### src/rtl/riscv151_pkg.sv
// ----------------------------------------------------------------------------
// riscv151_pkg
// Shared constants for the RISC-V 151 core memory map and fetch path.
// Holds the default reset PC, the bubble instruction, the pc bits that pick
// the BIOS and IMEM regions, and the region enumeration used by the fetch
// unit and the data-side memory controllers.
// No ports (package).
// ----------------------------------------------------------------------------
package riscv151_pkg;

  // Address of the first instruction fetched after reset (start of BIOS).
  localparam logic [31:0] RESET_PC_DEFAULT = 32'h4000_0000;

  // addi x0, x0, 0 -- inserted wherever decode must see a bubble.
  localparam logic [31:0] NOP_INST_DEFAULT = 32'h0000_0013;

  // pc bit that selects the BIOS region; it wins over the IMEM bit.
  localparam int BIOS_SEL_BIT_DEFAULT = 30;

  // pc bit that selects the IMEM region when the BIOS bit is clear.
  localparam int IMEM_SEL_BIT_DEFAULT = 28;

  // Memory region an address falls into.
  typedef enum logic [1:0] {
    REGION_UNMAPPED = 2'd0,
    REGION_BIOS     = 2'd1,
    REGION_IMEM     = 2'd2
  } region_e;

endpackage

### src/rtl/fetch_region_decode.sv
// ----------------------------------------------------------------------------
// fetch_region_decode
// Combinational address-region decoder for the RISC-V 151 memory map.
// The BIOS select bit takes priority; the IMEM select bit only counts when
// the BIOS bit is clear. Anything else is unmapped.
// Ports:
//   pc        in  32  address to classify
//   is_bios   out 1   address lies in the BIOS region
//   is_imem   out 1   address lies in the IMEM region
//   unmapped  out 1   address lies in neither region
// ----------------------------------------------------------------------------
module fetch_region_decode
  import riscv151_pkg::*;
#(
  parameter int BIOS_SEL_BIT = BIOS_SEL_BIT_DEFAULT,
  parameter int IMEM_SEL_BIT = IMEM_SEL_BIT_DEFAULT
) (
  input  logic [31:0] pc,
  output logic        is_bios,
  output logic        is_imem,
  output logic        unmapped
);

  // Only two bits of the address matter; the reduction below keeps the
  // remaining bits formally consumed without affecting any output.
  logic unused_pc;
  assign unused_pc = ^pc;

  // Region classification. BIOS has priority so that the IMEM bit is ignored
  // for any BIOS address, and unmapped is simply "neither of the two".
  always_comb begin
    is_bios  = pc[BIOS_SEL_BIT];
    is_imem  = !pc[BIOS_SEL_BIT] && pc[IMEM_SEL_BIT];
    unmapped = !is_bios && !is_imem;
  end

endmodule

### src/rtl/riscv_fetch_unit.sv
// ----------------------------------------------------------------------------
// riscv_fetch_unit
// Instruction-fetch front end for the RISC-V 151 core. Owns the fetch PC,
// drives the synchronous-read BIOS and IMEM address ports with the *next* pc
// so the data for the current pc is on dout one cycle later, selects the
// returned word by region and loads the decode pipeline register.
// Ports:
//   clk, rst                 clock, synchronous active-high reset
//   stall                    hold fetch pc and decode register
//   redirect_valid/_pc       taken branch/jump from execute and its target
//   imem_addr / imem_dout    IMEM port B word address / read data
//   bios_addr / bios_dout    BIOS port A word address / read data
//   fetch_pc                 current fetch pc
//   d_inst, d_pc,
//   d_pc_plus_4, d_valid     decode-stage register contents
//   fault_region             sticky: an unmapped pc reached decode
//   fault_misaligned         sticky: a redirect target had low bits set
// ----------------------------------------------------------------------------
module riscv_fetch_unit
  import riscv151_pkg::*;
#(
  parameter logic [31:0] RESET_PC     = RESET_PC_DEFAULT,
  parameter int          IMEM_ADDR_W  = 14,
  parameter int          BIOS_ADDR_W  = 12,
  parameter int          BIOS_SEL_BIT = BIOS_SEL_BIT_DEFAULT,
  parameter int          IMEM_SEL_BIT = IMEM_SEL_BIT_DEFAULT,
  parameter logic [31:0] NOP_INST     = NOP_INST_DEFAULT
) (
  input  logic                   clk,
  input  logic                   rst,
  input  logic                   stall,
  input  logic                   redirect_valid,
  input  logic [31:0]            redirect_pc,
  output logic [IMEM_ADDR_W-1:0] imem_addr,
  input  logic [31:0]            imem_dout,
  output logic [BIOS_ADDR_W-1:0] bios_addr,
  input  logic [31:0]            bios_dout,
  output logic [31:0]            fetch_pc,
  output logic [31:0]            d_inst,
  output logic [31:0]            d_pc,
  output logic [31:0]            d_pc_plus_4,
  output logic                   d_valid,
  output logic                   fault_region,
  output logic                   fault_misaligned
);

  logic [31:0] pc_q, pc_d;
  logic [31:0] pc_plus_4;
  logic [31:0] d_inst_q, d_inst_d;
  logic [31:0] d_pc_q, d_pc_d;
  logic [31:0] d_pc_plus_4_q, d_pc_plus_4_d;
  logic        d_valid_q, d_valid_d;
  logic        fault_region_q, fault_region_d;
  logic        fault_misaligned_q, fault_misaligned_d;

  logic        is_bios, is_imem, unmapped;
  region_e     region;
  logic [31:0] fetch_inst;

  assign pc_plus_4 = pc_q + 32'd4;

  // Next-pc selection. Reset beats redirect beats stall beats sequential.
  // The result feeds both the pc register and the BRAM address ports, so
  // during a stall the same address is re-presented and dout stays stable.
  always_comb begin
    pc_d = pc_plus_4;
    if (rst) begin
      pc_d = RESET_PC;
    end else if (redirect_valid) begin
      pc_d = {redirect_pc[31:2], 2'b00};
    end else if (stall) begin
      pc_d = pc_q;
    end
  end

  assign imem_addr = pc_d[IMEM_ADDR_W+1:2];
  assign bios_addr = pc_d[BIOS_ADDR_W+1:2];

  fetch_region_decode #(
    .BIOS_SEL_BIT (BIOS_SEL_BIT),
    .IMEM_SEL_BIT (IMEM_SEL_BIT)
  ) u_region (
    .pc       (pc_q),
    .is_bios  (is_bios),
    .is_imem  (is_imem),
    .unmapped (unmapped)
  );

  // Collapse the decoder flags into a region tag and pick the word returned
  // for the current fetch pc. Unmapped fetches yield the bubble instruction.
  always_comb begin
    region = REGION_UNMAPPED;
    if (is_bios) begin
      region = REGION_BIOS;
    end else if (is_imem) begin
      region = REGION_IMEM;
    end

    fetch_inst = NOP_INST;
    case (region)
      REGION_BIOS:     fetch_inst = bios_dout;
      REGION_IMEM:     fetch_inst = imem_dout;
      default:         fetch_inst = NOP_INST;
    endcase
  end

  // Decode register and sticky fault flags. A redirect squashes the
  // wrong-path word even when stalled; a stall freezes everything; an
  // unmapped fetch becomes a bubble but still records its pc so the fault
  // can be traced. The region fault only sets when that bubble actually
  // enters decode (not stalled, not squashed).
  always_comb begin
    d_inst_d           = d_inst_q;
    d_pc_d             = d_pc_q;
    d_pc_plus_4_d      = d_pc_plus_4_q;
    d_valid_d          = d_valid_q;
    fault_region_d     = fault_region_q;
    fault_misaligned_d = fault_misaligned_q;

    if (redirect_valid) begin
      d_inst_d      = NOP_INST;
      d_pc_d        = pc_q;
      d_pc_plus_4_d = pc_plus_4;
      d_valid_d     = 1'b0;
    end else if (stall) begin
      d_inst_d      = d_inst_q;
    end else if (unmapped) begin
      d_inst_d       = NOP_INST;
      d_pc_d         = pc_q;
      d_pc_plus_4_d  = pc_plus_4;
      d_valid_d      = 1'b0;
      fault_region_d = 1'b1;
    end else begin
      d_inst_d      = fetch_inst;
      d_pc_d        = pc_q;
      d_pc_plus_4_d = pc_plus_4;
      d_valid_d     = 1'b1;
    end

    if (redirect_valid && (redirect_pc[1:0] != 2'b00)) begin
      fault_misaligned_d = 1'b1;
    end
  end

  // State registers with synchronous reset. Reset overrides stall and
  // redirect and returns every output to its idle value in one edge.
  always_ff @(posedge clk) begin
    if (rst) begin
      pc_q               <= RESET_PC;
      d_inst_q           <= NOP_INST;
      d_pc_q             <= 32'd0;
      d_pc_plus_4_q      <= 32'd0;
      d_valid_q          <= 1'b0;
      fault_region_q     <= 1'b0;
      fault_misaligned_q <= 1'b0;
    end else begin
      pc_q               <= pc_d;
      d_inst_q           <= d_inst_d;
      d_pc_q             <= d_pc_d;
      d_pc_plus_4_q      <= d_pc_plus_4_d;
      d_valid_q          <= d_valid_d;
      fault_region_q     <= fault_region_d;
      fault_misaligned_q <= fault_misaligned_d;
    end
  end

  assign fetch_pc         = pc_q;
  assign d_inst           = d_inst_q;
  assign d_pc             = d_pc_q;
  assign d_pc_plus_4      = d_pc_plus_4_q;
  assign d_valid          = d_valid_q;
  assign fault_region     = fault_region_q;
  assign fault_misaligned = fault_misaligned_q;

endmodule
### config.mk
export PLATFORM = sky130hd
export DESIGN_NAME = riscv_fetch_unit
export DESIGN_NICKNAME = d
export VERILOG_FILES = /design/src/rtl/riscv151_pkg.sv /design/src/rtl/fetch_region_decode.sv /design/src/rtl/riscv_fetch_unit.sv
export SDC_FILE = /design/constraint.sdc
export NUM_CORES = 1
export LEC_CHECK = 0
export CAP_MARGIN = 10
export CORE_MARGIN = 2
export CORE_UTILIZATION = 31
export DETAILED_ROUTE_END_ITERATION = 12
export PLACE_DENSITY = 0.7
export SLEW_MARGIN = 20
export SYNTH_ARGS = -nofsm -noshare
export SYNTH_HDL_FRONTEND = slang
export SYNTH_SLANG_ARGS = --single-unit
### constraint.sdc
create_clock -name clk -period 5.1 [get_ports clk]
set_input_delay 1.53 -clock clk [delete_from_list [all_inputs] [get_ports clk]]
set_output_delay 1.53 -clock clk [all_outputs]
set_load 0.02 [all_outputs]
==> key figures, run 1 <==
CTS
  • Total CTS buffers: 17
  • CTS resizes: 0
  • CTS Hold Bufs: 0
  • Skew-Pair Late Insertion Delay: 0.42 ns
  • Clock tree sinks: 125
  • CTS clk-pin slew, worst paths: 0.06 ns
  • Setup Fix Bufs, Post-CTS: 0
  • CTS tree: yes
  • Root Buffer: clkbuf_16
  • Htree depth: 4
  • Clk buf depth: 2

Logic synthesis
  • Total number of yosys warnings: 0
  • Mean area per synthesized cell: 8.18 um^2
  • Synth top cells by count: 125 x dfxtp_1, 74 x nand2_1, 63 x nor2_1
  • Netlist Area Pre-Place: 5990 um^2
  • Area leader, netlist: dfxtp_1
  • Most frequent cell after synthesis: dfxtp_1
  • Post-synth EDFFs: 0
  • Area share of the leading cell type in the synthesized netlist: 0.418
  • FFs w/ async S/R, synth: 0
  • Sequential share of the synthesized area: 0.418
  • Dominant cells by area after synthesis: dfxtp_1 42%, a211oi_1 5.1%, a221oi_1 4.7%, nand2_1 4.6%, nor2_1 3.9%
  • Cells after Synth: 732
  • FF+latch count, synth: 125
  • Synth cell types: 40
  • Top_reg_cell synth: dfxtp_1

Placed design
  • Final HPWL DP: approximately 14 mm
  • GP Congestion: 0.796
  • DP Cell Count: 1165
  • # port buffers: 250
  • Dpl cell area: around 8500 um^2
  • Pre-CTS setup slack: 0.127 ns

Critical path
  • Reg2reg start: fetch_pc[2]$_SDFF_PP0_
  • Reg2reg setup slack: ~2.2 ns
  • Slowest stage cell, crit path: clkdlybuf4s50_1
  • Worst EP required: 3.57 ns
  • Crit path max-delay family: buffers and inverters
  • Kind of critical path: in -> out
  • Reg2Reg Depth: 5
  • Critical Path End Type: output pin
  • CP Max Fanout: 11
  • CP max stage delay: around 0.65 ns
  • CP bufs+invs: 2
  • Reg2reg end: fetch_pc[16]$_SDFFE_PP0P_
  • Crit. Startpoint: stall
  • Arr. time, crit path: 3.45 ns
  • CP Cell Sequence: buf_2, nand4b_2, nor4_2, xnor2_1, a211oi_1, clkdlybuf4s50_1
  • Worst setup SP type: primary input

Detailed routing
  • DR pass1 iterations: 4
  • Routed wire per std cell: 17.3 um
  • Final wirelength: 20.7 mm
  • Initial DRC Count: approximately 380
  • Drt via density: 5.17
  • Remaining routing DRC violations: 0
  • Routed Antenna Nets: 0
  • Vias: 6204

STA
  • Unrepaired setup endpoints after global routing: false
  • Worst-Margin Slew: 1.07 ns
  • Final Max Tran Viols: 0
  • Setup tns final: 0 ns
  • Rel. slew slack: 0.280
  • Final worst slack: 0.125 ns
  • Achievable frequency: 0.201 GHz
  • Tmin final: roughly 5.0 ns
  • Final hold viol count: 0
  • Skew final: 0.00917 ns
  • # setup viols final: 0
  • Final Cycle Share: 0.976

Global route
  • First-pass GRT wire length: 31.7 mm
  • Global route overflow: 0
  • Largest net degree at the start of global routing: 55
  • Antenna violations before repair: 2
  • Vias in the first global route: 5671
  • GRT Total Usage: 0.198

Cells and area
  • Final Core Density: 0.488
  • Cell area after layout: between 9000 and 10000 um^2
  • Share of post-route cells with drive strength above 1: 0.0651
  • Area delta synth->final: 53.6%
  • Final std cells w/o fill: between 1000 and 1500
  • Nets: 1025

Floorplanning
  • Core Area: 18800 um^2
  • I/O Pins: 257
  • Area of the die: about 20000 um^2
  • Starting Density: 0.318
  • Die W: 143 um
  • Rows: 50
  • Die height: 143 um

Min path
  • Hold/Removal Path Class: reg -> reg
  • Hold Path Cell Cnt: 2
  • Hold path start: fault_misaligned$_SDFFE_PP0P_
  • Hold path endpoint: fault_misaligned$_SDFFE_PP0P_

Power
  • PwrDens: around 320 nW/um^2
  • LEAKAGE: roughly 3.2 nW
  • Worst vdd ir: approximately 0.22 mV

Run
  • Max-Cap Viols: 0

Outcome
  • Outcome: completed
[sequential cells by signal, summed over array words and instances, names as in the netlist]
| name | count |
|---|---|
| fault_region | 1 |
| d_pc | 30 |
| fault_misaligned | 1 |
| d_inst | 32 |
| d_valid | 1 |
| fetch_pc | 30 |
| d_pc_plus_4 | 30 |
[through the flow]
stage          hold slack, ns  power, mW
6_report                0.446       2.98
5_1_grt                 0.466       3.09
4_1_cts                 0.444       3.01
3_3_place_gp            0.433       1.63
2_1_floorplan           0.522       1.37
3_5_place_dp            0.437       1.64
[routing by layer]
layer	vias up	GRT usage	part of all wire
met5	-	0	0.00053
met4	2	0.0797	0.027
met3	33	0.0570	0.073
met2	227	0.303	0.46
met1	2890	0.263	0.44
li1	3052	-	-
[layout by cell type, fill, tap and decap left out, types with 3 or more instances in the layout]
| master | Yosys | routed |
|---|---|---|
| o22ai_1 | 3 | 3 |
| nor4_2 | 2 | 3 |
| o31ai_1 | 8 | 8 |
| or4_1 | 10 | 10 |
| nand4_1 | 13 | 13 |
| or2_2 | 4 | 4 |
| a221oi_1 | 32 | 32 |
| xnor2_1 | 19 | 19 |
| buf_4 | 23 | 14 |
| or3_1 | 11 | 11 |
| clkbuf_16 | 0 | 17 |
| clkdlybuf4s50_1 | 0 | 248 |
| clkinv_4 | 0 | 4 |
| o211ai_1 | 3 | 3 |
| nand2_1 | 74 | 74 |
| nor3_1 | 46 | 46 |
| a311oi_1 | 22 | 22 |
| bufinv_16 | 0 | 5 |
| a2111oi_0 | 6 | 6 |
| conb_1 | 1 | 6 |
| nor2b_1 | 32 | 30 |
| inv_1 | 15 | 14 |
| nor3b_1 | 3 | 3 |
| nor4_1 | 15 | 14 |
| o21ai_0 | 17 | 17 |
| nor2_1 | 63 | 63 |
| a211oi_1 | 41 | 41 |
| dfxtp_1 | 125 | 125 |
| a21oi_1 | 40 | 40 |
| nand3_1 | 7 | 7 |
| and4_1 | 10 | 10 |
[cell type report]
cell class,count,area (um^2)
Tap cell,260,325
Antenna cell,2,5.00
Timing Repair Buffer,265,2630
Inverter,15,56.3
Multi-Input combinational cell,500,3010
Clock inverter,13,211
Clock buffer,19,453
Fill cell,1778,9630
Sequential cell,125,2500
[worst register-to-register path, stage by stage, from the launching register on]
cell,delay [ns]
dfxtp_1,0.47
ha_1,0.27
nand3_1,0.40
nor4_2,1.04
a211oi_1,0.17
a2111oi_0,0.38
[cell families after synthesis]
group	after synthesis	synth area share
AO/OA/AOI/OAI	175	0.209
XOR/XNOR	20	0.0293
adder cells (fa/ha/maj)	1	0.00209
buffers and inverters	112	0.0865
flip-flops	125	0.418
multiplexers	1	0.00167
other	1	0.000626
AND/OR/NAND/NOR	297	0.253
[power breakdown]
group	total, mW	leakage (nW)	internal [mW]	switching [mW]
Clock	1.37	0.324	0.896	0.472
Combinational	0.517	1.82	0.257	0.261
Sequential	1.10	1.03	1.03	0.0617
[worst max path at each step]
stage | depth (start not counted) | endpoint | slack, ns
floorplan | 7 | imem_addr[10] | 0.24
global placement | 6 | imem_addr[13] | 0.17
detailed placement | 6 | imem_addr[13] | 0.13
CTS | 6 | imem_addr[13] | 0.13
global route | 6 | imem_addr[13] | 0.02
finish | 6 | imem_addr[13] | 0.12
Note: power is estimated with default switching activity, not from simulation.
==> inputs of run 2 (changes only) <==
--- a/config.mk
+++ b/config.mk
@@ -8,6 +8,7 @@
 export CAP_MARGIN = 10
 export CORE_MARGIN = 2
 export CORE_UTILIZATION = 31
+export CTS_BUF_LIST = sky130_fd_sc_hd__clkbuf_4
 export DETAILED_ROUTE_END_ITERATION = 12
 export PLACE_DENSITY = 0.7
 export SLEW_MARGIN = 20
==> run 2 against run 1 <==
Net effect: cell area is 3.4% lower; critical path depth stayed put; worst setup slack hardly changed; maximum frequency hardly changed; utilization is 1.7 points lower; register-to-register slack better by 0.03 ns; die area stayed put; final cell count hardly changed; sequential power hardly changed; power is 18% lower; clock-buffer cell count is 2 lower; largest cell class unchanged.
==> key figures, run 2 (synthesis results as in run 1) <==
Floorplanning
  • Starting Density: 0.318
  • Die W: 143 um
  • Rows: 50
  • Area of the die: a little over 20000 um^2
  • I/O Pins: 257
  • Core Area: 18800 um^2
  • Die height: 143 um

Cells and area
  • Share of post-route cells with drive strength above 1: 0.0630
  • Area delta synth->final: 48.3%
  • Max FFs per register: 32
  • Commonest cells after routing, fill and taps aside: 248 x clkdlybuf4s50_1, 125 x dfxtp_1, 74 x nand2_1
  • Nets: 1025
  • Fillers: roughly 1800
  • Most common cell after layout, fill and taps aside: clkdlybuf4s50_1

STA
  • Final hold viol count: 0
  • Rel. slew slack: 0.291
  • Final Cycle Share: 0.976
  • Tmin final: approximately 5 ns
  • Skew final: 0.0204 ns
  • Minimum hold slack: 0.454 ns
  • # setup viols final: 0
  • Worst-Margin Slew: 1.05 ns
  • Final Max Tran Viols: 0
  • Unrepaired setup endpoints after global routing: false
  • Setup tns final: 0 ns
  • Achievable frequency: 0.201 GHz

Detailed routing
  • Remaining routing DRC violations: 0
  • Routed wire per std cell: 17.2 um
  • DR pass1 iterations: 5
  • Drt via density: a little over 5
  • Vias: 6156
  • Final wirelength: 20.6 mm
  • Routed Antenna Nets: 0
  • Initial DRC Count: between 300 and 400

Power
  • PwrDens: 276 nW/um^2
  • LEAKAGE: 3.03 nW
  • Worst vdd ir: 0.158 mV
  • Final Total Pwr: around 2.5 mW

Critical path
  • CP Max Fanout: 11
  • CP max stage delay: around 0.65 ns
  • Worst setup SP type: primary input
  • CP Cell Sequence: buf_2, nand4b_2, nor4_2, xnor2_1, a211oi_1, clkdlybuf4s50_1
  • Slowest stage cell, crit path: clkdlybuf4s50_1
  • Worst EP required: 3.57 ns
  • Arr. time, crit path: 3.45 ns
  • Critical Path End Type: output pin
  • Kind of critical path: in -> out

CTS
  • Setup Fix Bufs, Post-CTS: 0
  • CTS clk-pin slew, worst paths: 0.11 ns
  • Clk buf depth: 2
  • Skew-Pair Late Insertion Delay: 0.53 ns
  • Htree depth: 4
  • Clock tree sinks: 125
  • Total CTS buffers: 17
  • CTS Hold Bufs: 0
  • CTS resizes: 0
  • Root Buffer: clkbuf_4
  • CTS tree: yes

Global route
  • Antenna violations before repair: 3
  • Vias in the first global route: 5665
  • GRT Total Usage: 0.198
  • Global route overflow: 0
  • Largest net degree at the start of global routing: 55
  • First-pass GRT wire length: around 32 mm

Placed design
  • # port buffers: 250
  • Final HPWL DP: 14.4 mm
  • GP Congestion: between 0.7 and 0.8

Outcome
  • Outcome: completed

Min path
  • Hold/Removal Path Class: reg -> reg

Run
  • Max-Cap Viols: 0
-- run 2: final timing paths --
check,cells past startpoint,start,to,slack (ns)
max,6,stall,imem_addr[13],0.12
min reg2reg,2,fault_misaligned$_SDFFE_PP0P_,fault_misaligned$_SDFFE_PP0P_,0.45
min,2,fault_misaligned$_SDFFE_PP0P_,fault_misaligned$_SDFFE_PP0P_,0.45
max reg2reg,5,fetch_pc[2]$_SDFF_PP0_,fetch_pc[16]$_SDFFE_PP0P_,2.27
-- run 2: area by class of cell --
cell class | instances | area (um^2) | area share
inverters | 15 | 56.3 | 0.00634
diodes | 3 | 7.51 | 0.000845
multi-input cells | 500 | 3010 | 0.339
well taps | 260 | 325 | 0.0366
repair buffers | 265 | 2630 | 0.296
clock inverters | 15 | 219 | 0.0247
clock buffers | 17 | 128 | 0.0144
flip-flops and latches | 125 | 2500 | 0.282
-- run 2: layer usage --
metal  GRT usage  wire, um
met3      0.0573      1490
met2       0.303      9500
met1       0.262      9200
met5           0        11
met4      0.0803       417
-- run 2: critical path: cells and delay by family --
family                 cells  cell delay (ns)
buffers and inverters      2             0.83
XOR/XNOR                   1             0.13
AO/OA/AOI/OAI              1             0.30
AND/OR/NAND/NOR            2             0.66
-- run 2: through the flow --
step | instance area [um^2] | util | cells | worst slack [ns]
floorplan | 6010 | - | 737 | 0.237
global placement | 8520 | 0.453 | 1165 | 0.173
finish | 8880 | 0.472 | 1200 | 0.125
CTS | 8870 | 0.471 | 1197 | 0.124
global route | 8880 | 0.471 | 1198 | 0.0158
detailed placement | 8520 | 0.453 | 1165 | 0.127
-- run 2: power breakdown --
group	internal, mW	switching, mW	total [mW]	leakage (nW)
Sequential	1.03	0.0615	1.09	1.03
Combinational	0.257	0.261	0.518	1.82
Clock	0.437	0.405	0.843	0.181
==> inputs of run 3 (changes only) <==
==> constraint.sdc (replaced) <==
create_clock -name clk -period 6.3 [get_ports clk]
set_input_delay 1.89 -clock clk [delete_from_list [all_inputs] [get_ports clk]]
set_output_delay 1.89 -clock clk [all_outputs]
set_load 0.02 [all_outputs]
==> run 3 against run 2 <==
Net effect: clock skew is 0.0027 ns higher; critical path depth fell by 1; worst setup slack improved by 0.21 ns; register-to-register slack improved by 1.1 ns; combinational power down 20%; highest routed layer is now met4.
==> key figures, run 3 (synthesis results as in run 1) <==
Outcome
  • Outcome: completed

Detailed routing
  • Routed Antenna Nets: 0
  • Vias: 6126
  • Remaining routing DRC violations: 0
  • Final wirelength: 20.5 mm
  • Drt via density: between 5 and 6
  • Routed wire per std cell: 17.1 um
  • DR pass1 iterations: 5
  • Initial DRC Count: 346

Cells and area
  • Multi-input logic area: 3010 um^2
  • Seq. cell area: 2500 um^2
  • Share of post-route cells with drive strength above 1: 0.0590
  • Cell area after layout: ~8800 um^2
  • Max FFs per register: 32
  • Area delta synth->final: 46.2%
  • Most common cell after layout, fill and taps aside: clkdlybuf4s50_1
  • Fillers: about 1900
  • Nets: between 1000 and 1500
  • Commonest cells after routing, fill and taps aside: 248 x clkdlybuf4s50_1, 125 x dfxtp_1, 74 x nand2_1

STA
  • Worst-Margin Slew: 1.01 ns
  • Tmin final: slightly below 6 ns
  • Final Cycle Share: 0.947
  • Skew final: 0.0231 ns
  • Unrepaired setup endpoints after global routing: false
  • Rel. slew slack: 0.320
  • Final hold viol count: 0
  • Minimum hold slack: 0.452 ns
  • Setup tns final: 0 ns
  • Final Max Tran Viols: 0
  • Achievable frequency: 0.168 GHz
  • # setup viols final: 0

Power
  • P_int: 1.29 mW
  • Psw: 0.577 mW
  • Flop pwr share: 0.477
  • Worst vdd ir: 0.0916 mV
  • Sw Share: 0.310
  • Gate power share: 0.222
  • LEAKAGE: just under 3 nW
  • PwrDens: 213 nW/um^2
  • Final Total Pwr: 1.86 mW
  • Clock network fraction of total power: 0.302

CTS
  • CTS clk-pin slew, worst paths: ~0.11 ns
  • Clk buf depth: 2
  • Setup Fix Bufs, Post-CTS: 0
  • Clock tree sinks: around 130
  • Total CTS buffers: 17
  • Htree depth: 4
  • CTS Hold Bufs: 0
  • Skew-Pair Late Insertion Delay: 0.54 ns
  • Root Buffer: clkbuf_4
  • CTS tree: yes
  • CTS resizes: 0

Critical path
  • Worst EP required: 4.41 ns
  • CP Max Fanout: 26
  • Worst setup SP type: primary input
  • Reg2reg start: fetch_pc[2]$_SDFF_PP0_
  • Critical Path End Type: output pin
  • Arr. time, crit path: between 4 and 5 ns
  • Crit. Startpoint: redirect_valid
  • Kind of critical path: in -> out

Run
  • Max-Cap Viols: 0

Placed design
  • GP Congestion: 0.779
  • # port buffers: 250
  • Dpl cell area: around 8500 um^2
  • Final HPWL DP: 14.3 mm

Global route
  • Vias in the first global route: between 5000 and 6000
  • Largest net degree at the start of global routing: 80
  • Antenna violations before repair: 3
  • First-pass GRT wire length: 31.5 mm
  • Global route overflow: 0
  • GRT Total Usage: 0.197

Floorplanning
  • Area of the die: around 20000 um^2
  • Die height: 143 um
  • I/O Pins: between 200 and 300
  • Starting Density: 0.318
  • Die W: 143 um
  • Rows: 50
  • Core Area: 18800 um^2

Min path
  • Hold path start: fault_misaligned$_SDFFE_PP0P_
  • Hold/Removal Path Class: reg -> reg
run 3: final timing paths:
kind	to	slack, ns	depth (start not counted)
setup / recovery	bios_addr[11]	0.34	5
hold reg to reg	fault_misaligned$_SDFFE_PP0P_	0.45	2
setup reg to reg	d_pc_plus_4[26]$_SDFFE_PP0P_	3.40	5
hold / removal	fault_misaligned$_SDFFE_PP0P_	0.45	2
run 3: layout make-up:
type / instances / area share
Multi-Input combinational cell: 500 / 0.344
Timing Repair Buffer: 260 / 0.295
Sequential cell: 125 / 0.286
Tap cell: 260 / 0.0371
Clock buffer: 20 / 0.0171
Clock inverter: 12 / 0.0140
Inverter: 15 / 0.00643
Antenna cell: 3 / 0.000857
run 3: metrics by stage:
step	instances	setup slack [ns]	utilization
final	1195	0.336	0.465
after global routing	1193	0.297	0.465
after CTS	1192	0.343	0.464
after detailed placement	1160	0.346	0.450
after global placement	1160	0.408	0.450
after floorplan	737	0.717	-
run 3: power groups by stage:
stage	Combinational [mW]	Sequential, mW	Clock (mW)
final	0.413	0.888	0.562
after global routing	0.443	0.897	0.608
after floorplan	0.173	0.939	0
after detailed placement	0.414	0.906	0
after global placement	0.412	0.904	0
after CTS	0.417	0.888	0.579
run 3: critical path: stages:
cell and delay, ns:
clkdlybuf4s50_1 0.49, clkinv_1 0.37, buf_12 0.32, a211oi_1 0.31
clkdlybuf4s50_1 0.68
run 3: metal layers:
metal  share of wire  routed length, um  GRT usage  up-vias
met5               0                  0          0        -
met3           0.068               1400     0.0584       24
met2            0.46               9440      0.306      200
met1            0.45               9230      0.261     2854
met4           0.019                384     0.0698        0
li1                -                  -          -     3048
